**src/rtl/adc_capture_packer.sv**
```systemverilog
// ADC sample packer: SAMPLES_PER_WORD samples plus OR/trigger status per FIFO word, with
// capture length, trigger arming, overflow and abort. Define DECIMATE_EN to add sample decimation.
module adc_capture_packer #(
    parameter int SAMPLE_W         = 10,
    parameter int SAMPLES_PER_WORD = 3,
    parameter int WORD_W           = 32,
    parameter int CNT_W            = 32
) (
    input  logic                adc_sampleclk,
    input  logic                ddr_usrreset,
    input  logic                capture_go,
    input  logic                trig_mode,
    input  logic [CNT_W-1:0]    capture_words,
    input  logic [SAMPLE_W-1:0] adc_datain,
    input  logic                adc_or,
    input  logic                adc_trig_status,
`ifdef DECIMATE_EN
    input  logic [7:0]          decimate,
`endif
    output logic [WORD_W-1:0]   fifo_din,
    output logic                fifo_wr_en,
    input  logic                fifo_full,
    output logic                capture_busy,
    output logic                capture_stop,
    output logic [CNT_W-1:0]    word_count,
    output logic                overflow
);
    localparam int DATA_W = SAMPLES_PER_WORD * SAMPLE_W;
    localparam int SLOT_W = (SAMPLES_PER_WORD > 1) ? $clog2(SAMPLES_PER_WORD) : 1;

    typedef enum logic [1:0] {IDLE, ARMED, CAPTURE, DONE} state_t;

    state_t              state_q;
    logic [CNT_W-1:0]    len_q, offered_q, word_count_q;
    logic                overflow_q, or_acc_q, trig_prev_q;
    logic [SLOT_W-1:0]   slot_q;
    logic [DATA_W-1:0]   data_q;
    logic [WORD_W-1:0]   fifo_din_q;
    logic                fifo_wr_en_q, busy_q, stop_q;
    logic [7:0]          dec_q;

    logic                trig_edge, dec_hit, active, store, last, final_word;
    logic [DATA_W-1:0]   samples_d;
    logic [WORD_W-1:0]   word_d;

    assign trig_edge = adc_trig_status & ~trig_prev_q;
`ifdef DECIMATE_EN
    assign dec_hit = (dec_q == 8'd0);
`else
    assign dec_hit = 1'b1;
`endif
    // active: this clock belongs to a word period (OR accumulation runs even on decimated-out clocks)
    assign active     = capture_go & ((state_q == CAPTURE) | ((state_q == ARMED) & trig_edge));
    assign store      = capture_go & (((state_q == CAPTURE) & dec_hit) | ((state_q == ARMED) & trig_edge));
    assign last       = store & (slot_q == SLOT_W'(SAMPLES_PER_WORD - 1));
    assign final_word = (offered_q + CNT_W'(1)) == len_q;

    always_comb begin
        samples_d = data_q;
        samples_d[slot_q*SAMPLE_W +: SAMPLE_W] = adc_datain;
        word_d = '0;
        word_d[DATA_W-1:0] = samples_d;
        word_d[WORD_W-1]   = or_acc_q | adc_or;
        word_d[WORD_W-2]   = adc_trig_status;
    end

    always_ff @(posedge adc_sampleclk or posedge ddr_usrreset) begin
        if (ddr_usrreset) begin
            state_q      <= IDLE;
            len_q        <= '0;
            offered_q    <= '0;
            word_count_q <= '0;
            overflow_q   <= 1'b0;
            or_acc_q     <= 1'b0;
            trig_prev_q  <= 1'b0;
            slot_q       <= '0;
            data_q       <= '0;
            fifo_din_q   <= '0;
            fifo_wr_en_q <= 1'b0;
            busy_q       <= 1'b0;
            stop_q       <= 1'b0;
            dec_q        <= '0;
        end else begin
            trig_prev_q  <= adc_trig_status;
            fifo_wr_en_q <= 1'b0;

            if (store) begin
                data_q <= samples_d;
                slot_q <= last ? '0 : slot_q + SLOT_W'(1);
            end
            if (active)
                or_acc_q <= last ? 1'b0 : (or_acc_q | adc_or);

            case (state_q)
                IDLE: if (capture_go) begin
                    len_q        <= capture_words;
                    offered_q    <= '0;
                    word_count_q <= '0;
                    overflow_q   <= 1'b0;
                    slot_q       <= '0;
                    or_acc_q     <= 1'b0;
                    dec_q        <= '0;
                    if (capture_words == '0) begin
                        state_q <= DONE;
                        stop_q  <= 1'b1;
                    end else begin
                        state_q <= trig_mode ? ARMED : CAPTURE;
                        busy_q  <= 1'b1;
                    end
                end
                ARMED: begin
                    if (!capture_go) begin
                        state_q <= IDLE;
                        busy_q  <= 1'b0;
                    end else if (trig_edge) begin
                        state_q <= CAPTURE;
`ifdef DECIMATE_EN
                        // trigger clock already consumed one decimation period
                        dec_q <= (decimate == 8'd0) ? 8'd0 : 8'd1;
`endif
                    end
                end
                CAPTURE: begin
                    if (!capture_go) begin
                        state_q <= IDLE;
                        busy_q  <= 1'b0;
                    end
`ifdef DECIMATE_EN
                    else
                        dec_q <= (dec_q == decimate) ? 8'd0 : dec_q + 8'd1;
`endif
                end
                DONE: if (!capture_go) begin
                    state_q <= IDLE;
                    stop_q  <= 1'b0;
                end
                default: begin
                    state_q <= IDLE;
                    busy_q  <= 1'b0;
                    stop_q  <= 1'b0;
                end
            endcase

            // word completion overrides the state update above when it ends the capture
            if (last) begin
                offered_q <= offered_q + CNT_W'(1);
                if (fifo_full) begin
                    overflow_q <= 1'b1;
                end else begin
                    fifo_wr_en_q <= 1'b1;
                    fifo_din_q   <= word_d;
                    word_count_q <= word_count_q + CNT_W'(1);
                end
                if (final_word) begin
                    state_q <= DONE;
                    busy_q  <= 1'b0;
                    stop_q  <= 1'b1;
                end
            end
        end
    end

    assign fifo_din     = fifo_din_q;
    assign fifo_wr_en   = fifo_wr_en_q;
    assign capture_busy = busy_q;
    assign capture_stop = stop_q;
    assign word_count   = word_count_q;
    assign overflow     = overflow_q;
endmodule
```
**config.mk**
```make
export PLATFORM = sky130hd
export DESIGN_NAME = adc_capture_packer
export DESIGN_NICKNAME = d
export VERILOG_FILES = /design/src/rtl/adc_capture_packer.sv
export SDC_FILE = /design/constraint.sdc
export NUM_CORES = 1
export LEC_CHECK = 0
export ABC_AREA = 1
export CORE_MARGIN = 5
export CORE_UTILIZATION = 51
export DETAILED_ROUTE_END_ITERATION = 16
export GPL_ROUTABILITY_DRIVEN = 0
export GPL_TIMING_DRIVEN = 0
export PLACE_DENSITY = 0.74
export SYNTH_ARGS = -nofsm -noshare
export SYNTH_HDL_FRONTEND = slang
export SYNTH_SLANG_ARGS = --single-unit
export TNS_END_PERCENT = 10
```
**constraint.sdc**
```tcl
create_clock -name adc_sampleclk -period 5 [get_ports adc_sampleclk]
set_clock_uncertainty 0.05 [all_clocks]
set_input_delay 1 -clock adc_sampleclk [delete_from_list [all_inputs] [get_ports adc_sampleclk]]
set_output_delay 1 -clock adc_sampleclk [all_outputs]
set_load 0.02 [all_outputs]
```
==> results.cfg <==
[place]
dp.cells = 1679
portBuffers = 116
pre_cts_slack_ns = 1.39
place_hpwl_mm = 20.7

[power_and_ir_drop]
power_frac_comb_pct = 37.8
swShare_pct = 39.7
p_total_mw = 5.18
seqPwrFrac_pct = 34.2
netSwitchingPower_mw = 2.05
ir_drop_v = 0.000411
p_per_area_nw_per_um2 = 449
power_frac_clock_pct = 28.0
p_leak_nw = 5.31
p_int_mw = 3.12

[floorplanning]
placementRows = 49
io_pins = 117
die_width_microns = 145
fp.dieH_microns = 145
core_sq_um = 18000
dieArea_sq_um = 21100
start_util_pct = 51.9

[yosys]
synth_area_per_cell_sq_um = 7.03
synth_area_sq_um = 9350
synth_nets = 1389
async_flop_share_pct = 100
yosys_warnings = 0
seq_area_frac_synth_pct = 42.8
ys_types = 38
synth_cells = 1330
synth-seq-cells = 160
ys.flop_type = dfrtp_1
synth_edf_count = 0

[timing]
worst_slack_ns = 1.76
post-route-period-util_pct = 64.9
slew_violations = 0
setup_violations = 0
timing.fmax_ghz = 0.308
hold_viol_final = 0
rsz0062_at_grt = no
period_needed_ns = 3.24
tightest_slew_ns = 0.777
holdWs_ns = 0.433
setup_tns_ns = 0
relSlewSlack_pct = 48.2

[grt]
grt_util_all_layers_pct = 26.2
grt_pass1_wl_mm = 45.6
grt_overflow = 0
antenna_found_initial = 1
grt_max_degree = 41
grt_pass1_vias = 9162

[run_status]
status = complete, no violations

[routing]
final_antenna_net_count = 0
dr.pass1.iters = 9
wl_per_cell_microns = 16.2
via_count = 9524
routed_via_density = 5.56
routed_wl_mm = 27.8
drt_iter0_drc = 884
drc = 0

[clock_network]
insertion_delay_ns = 0.44
tritoncts = built
cts_sinks = 160
cts_buffers = 17
cts_root_buf = clkbuf_16
cts.path.max_buffers = 2
post-cts-setup-buffers = 0
h-tree-depth = 4
cts.hold.buffers_added = 0
clk_pin_slew_ns = 0.07
postCtsResizedCells = 0

[cells_and_area]
regArea_sq_um = 4000
nNetsFinal = 1528
multi_input_area_sq_um = 4630
fillCellCount = 1617
instances_no_fill = 1712
layout-drive-gt1-share_pct = 4.79
syn_to_final_growth_pct = 23.3

[worst_setup_path]
critPathLaunchType = register
slowest_stage = clkbuf_1
critPathTopFamily = buffers and inverters
critPathBufInv = 5
worstPathRequired_ns = 5.24
endpoint_kind = register
cp_slowest_stage_delay_ns = 0.59
crit_top_cell = inv_1
crit_type = reg -> reg
crit_arrival_ns = 3.48
cp_max_fo = 12
crit_chain = inv_1 -> clkbuf_1 -> ha_1 -> inv_1 -> nor2_4 -> inv_1 -> nand2_1 -> clkbuf_1 -> o22ai_1

[flow_run]
maxCapViolCount = 0

[worst_hold_path]
worstHoldPathType = reg -> reg
## registers in the layout, indices dropped and copies added, names as in the netlist, named ones only
signal / flops
capture_busy: 1
capture_stop: 1
data_q: 22
fifo_din: 32
fifo_wr_en: 1
len_q: 32
offered_q: 32
overflow: 1
state_q: 2
trig_prev_q: 1
word_count: 32
## cell usage in the layout (no fill, tap or decap), types with 10 or more instances in the layout
master,synthesis,layout
a21oi_1,30,30
inv_1,140,139
nand3_1,105,105
nor3_1,14,14
clkbuf_16,0,17
nor4_1,13,13
nand3b_1,16,16
nand2_1,461,461
clkdlybuf4s50_1,0,116
o22ai_1,24,24
dfrtp_1,160,160
clkbuf_1,32,32
o21ai_0,140,140
nor2_1,95,95
ha_1,10,10
## cells in the mapped netlist, drive strengths merged (4+ instances only)
cell	n	area [sq um]
o211ai	6	45.0
o221ai	4	35.0
nor3	15	80.1
nand3	106	536
o22ai	24	150
nand3b	16	120
clkbuf	32	120
inv	143	537
xor2	6	52.6
a21oi	30	150
o21ai	148	741
mux2i	4	40.0
nor2	108	519
dfrtp	160	4000
ha	10	125
buf	11	46.3
nand2	471	1810
nor4	13	81.3
nand4	9	56.3
## per-layer routing
| metal | global-route usage, % | part of all wire, % | vias up |
|---|---|---|---|
| li1 | - | - | 4609 |
| met1 | 34.9 | 43 | 4460 |
| met2 | 42.4 | 47 | 380 |
| met3 | 5.29 | 6.9 | 75 |
| met4 | 10.1 | 3.2 | 0 |
| met5 | 0 | 0 | - |
## area by class of cell
type,instances,share of cell area [%]
clock buffers,17,3.69
well taps,229,2.49
plain buffers,43,1.44
inverters,145,4.75
diodes,1,0.0217
repair buffers,120,10.8
multi-input cells,982,40.2
flip-flops and latches,160,34.7
clock inverters,15,1.90
## cell families (layout without fill, tap and decap cells)
logic type	after synthesis	count (layout)	synth area share [%]
compound gates	221	221	12.7
xor+xnor	7	7	0.656
fa+ha+maj	10	10	1.34
buf+inv	188	340	7.60
flops	160	160	42.8
mux	5	5	0.549
other cells	0	1	0
simple gates	739	739	34.3
## through the flow
stage | util (%) | instance area, sq um
floorplan | - | 9350
global placement | 59.9 | 10800
detailed placement | 60.4 | 10900
CTS | 63.9 | 11500
global route | 63.9 | 11500
finish | 63.9 | 11500
## power groups by stage
| stage | logic (mW) | registers (mW) | clock network, mW |
|---|---|---|---|
| floorplan | 1.19 | 1.84 | 0 |
| global placement | 1.89 | 1.78 | 0 |
| detailed placement | 1.92 | 1.78 | 0 |
| CTS | 1.93 | 1.77 | 1.46 |
| global route | 2.19 | 1.80 | 1.52 |
| finish | 1.95 | 1.77 | 1.45 |
## path summary, 6_finish.rpt
| check | start | end | slack (ns) | depth (start not counted) |
|---|---|---|---|---|
| hold / removal | fifo_din[24] | fifo_din[24] | 0.43 | 2 |
| setup reg to reg | register | offered_q[12] | 1.76 | 9 |
| max in group asynchronous | ddr_usrreset | word_count[15] | 2.59 | 6 |
| min in group asynchronous | ddr_usrreset | offered_q[19] | 0.97 | 2 |
| hold reg to reg | fifo_din[24] | fifo_din[24] | 0.43 | 2 |
| setup / recovery | register | offered_q[12] | 1.76 | 9 |
## tightest hold or removal path, cell delays in order, from the launching register on
cell,delay [ns]
dfrtp_1,0.34
nand2_1,0.05
o21ai_0,0.06
Power figures use the tool's default switching activity.
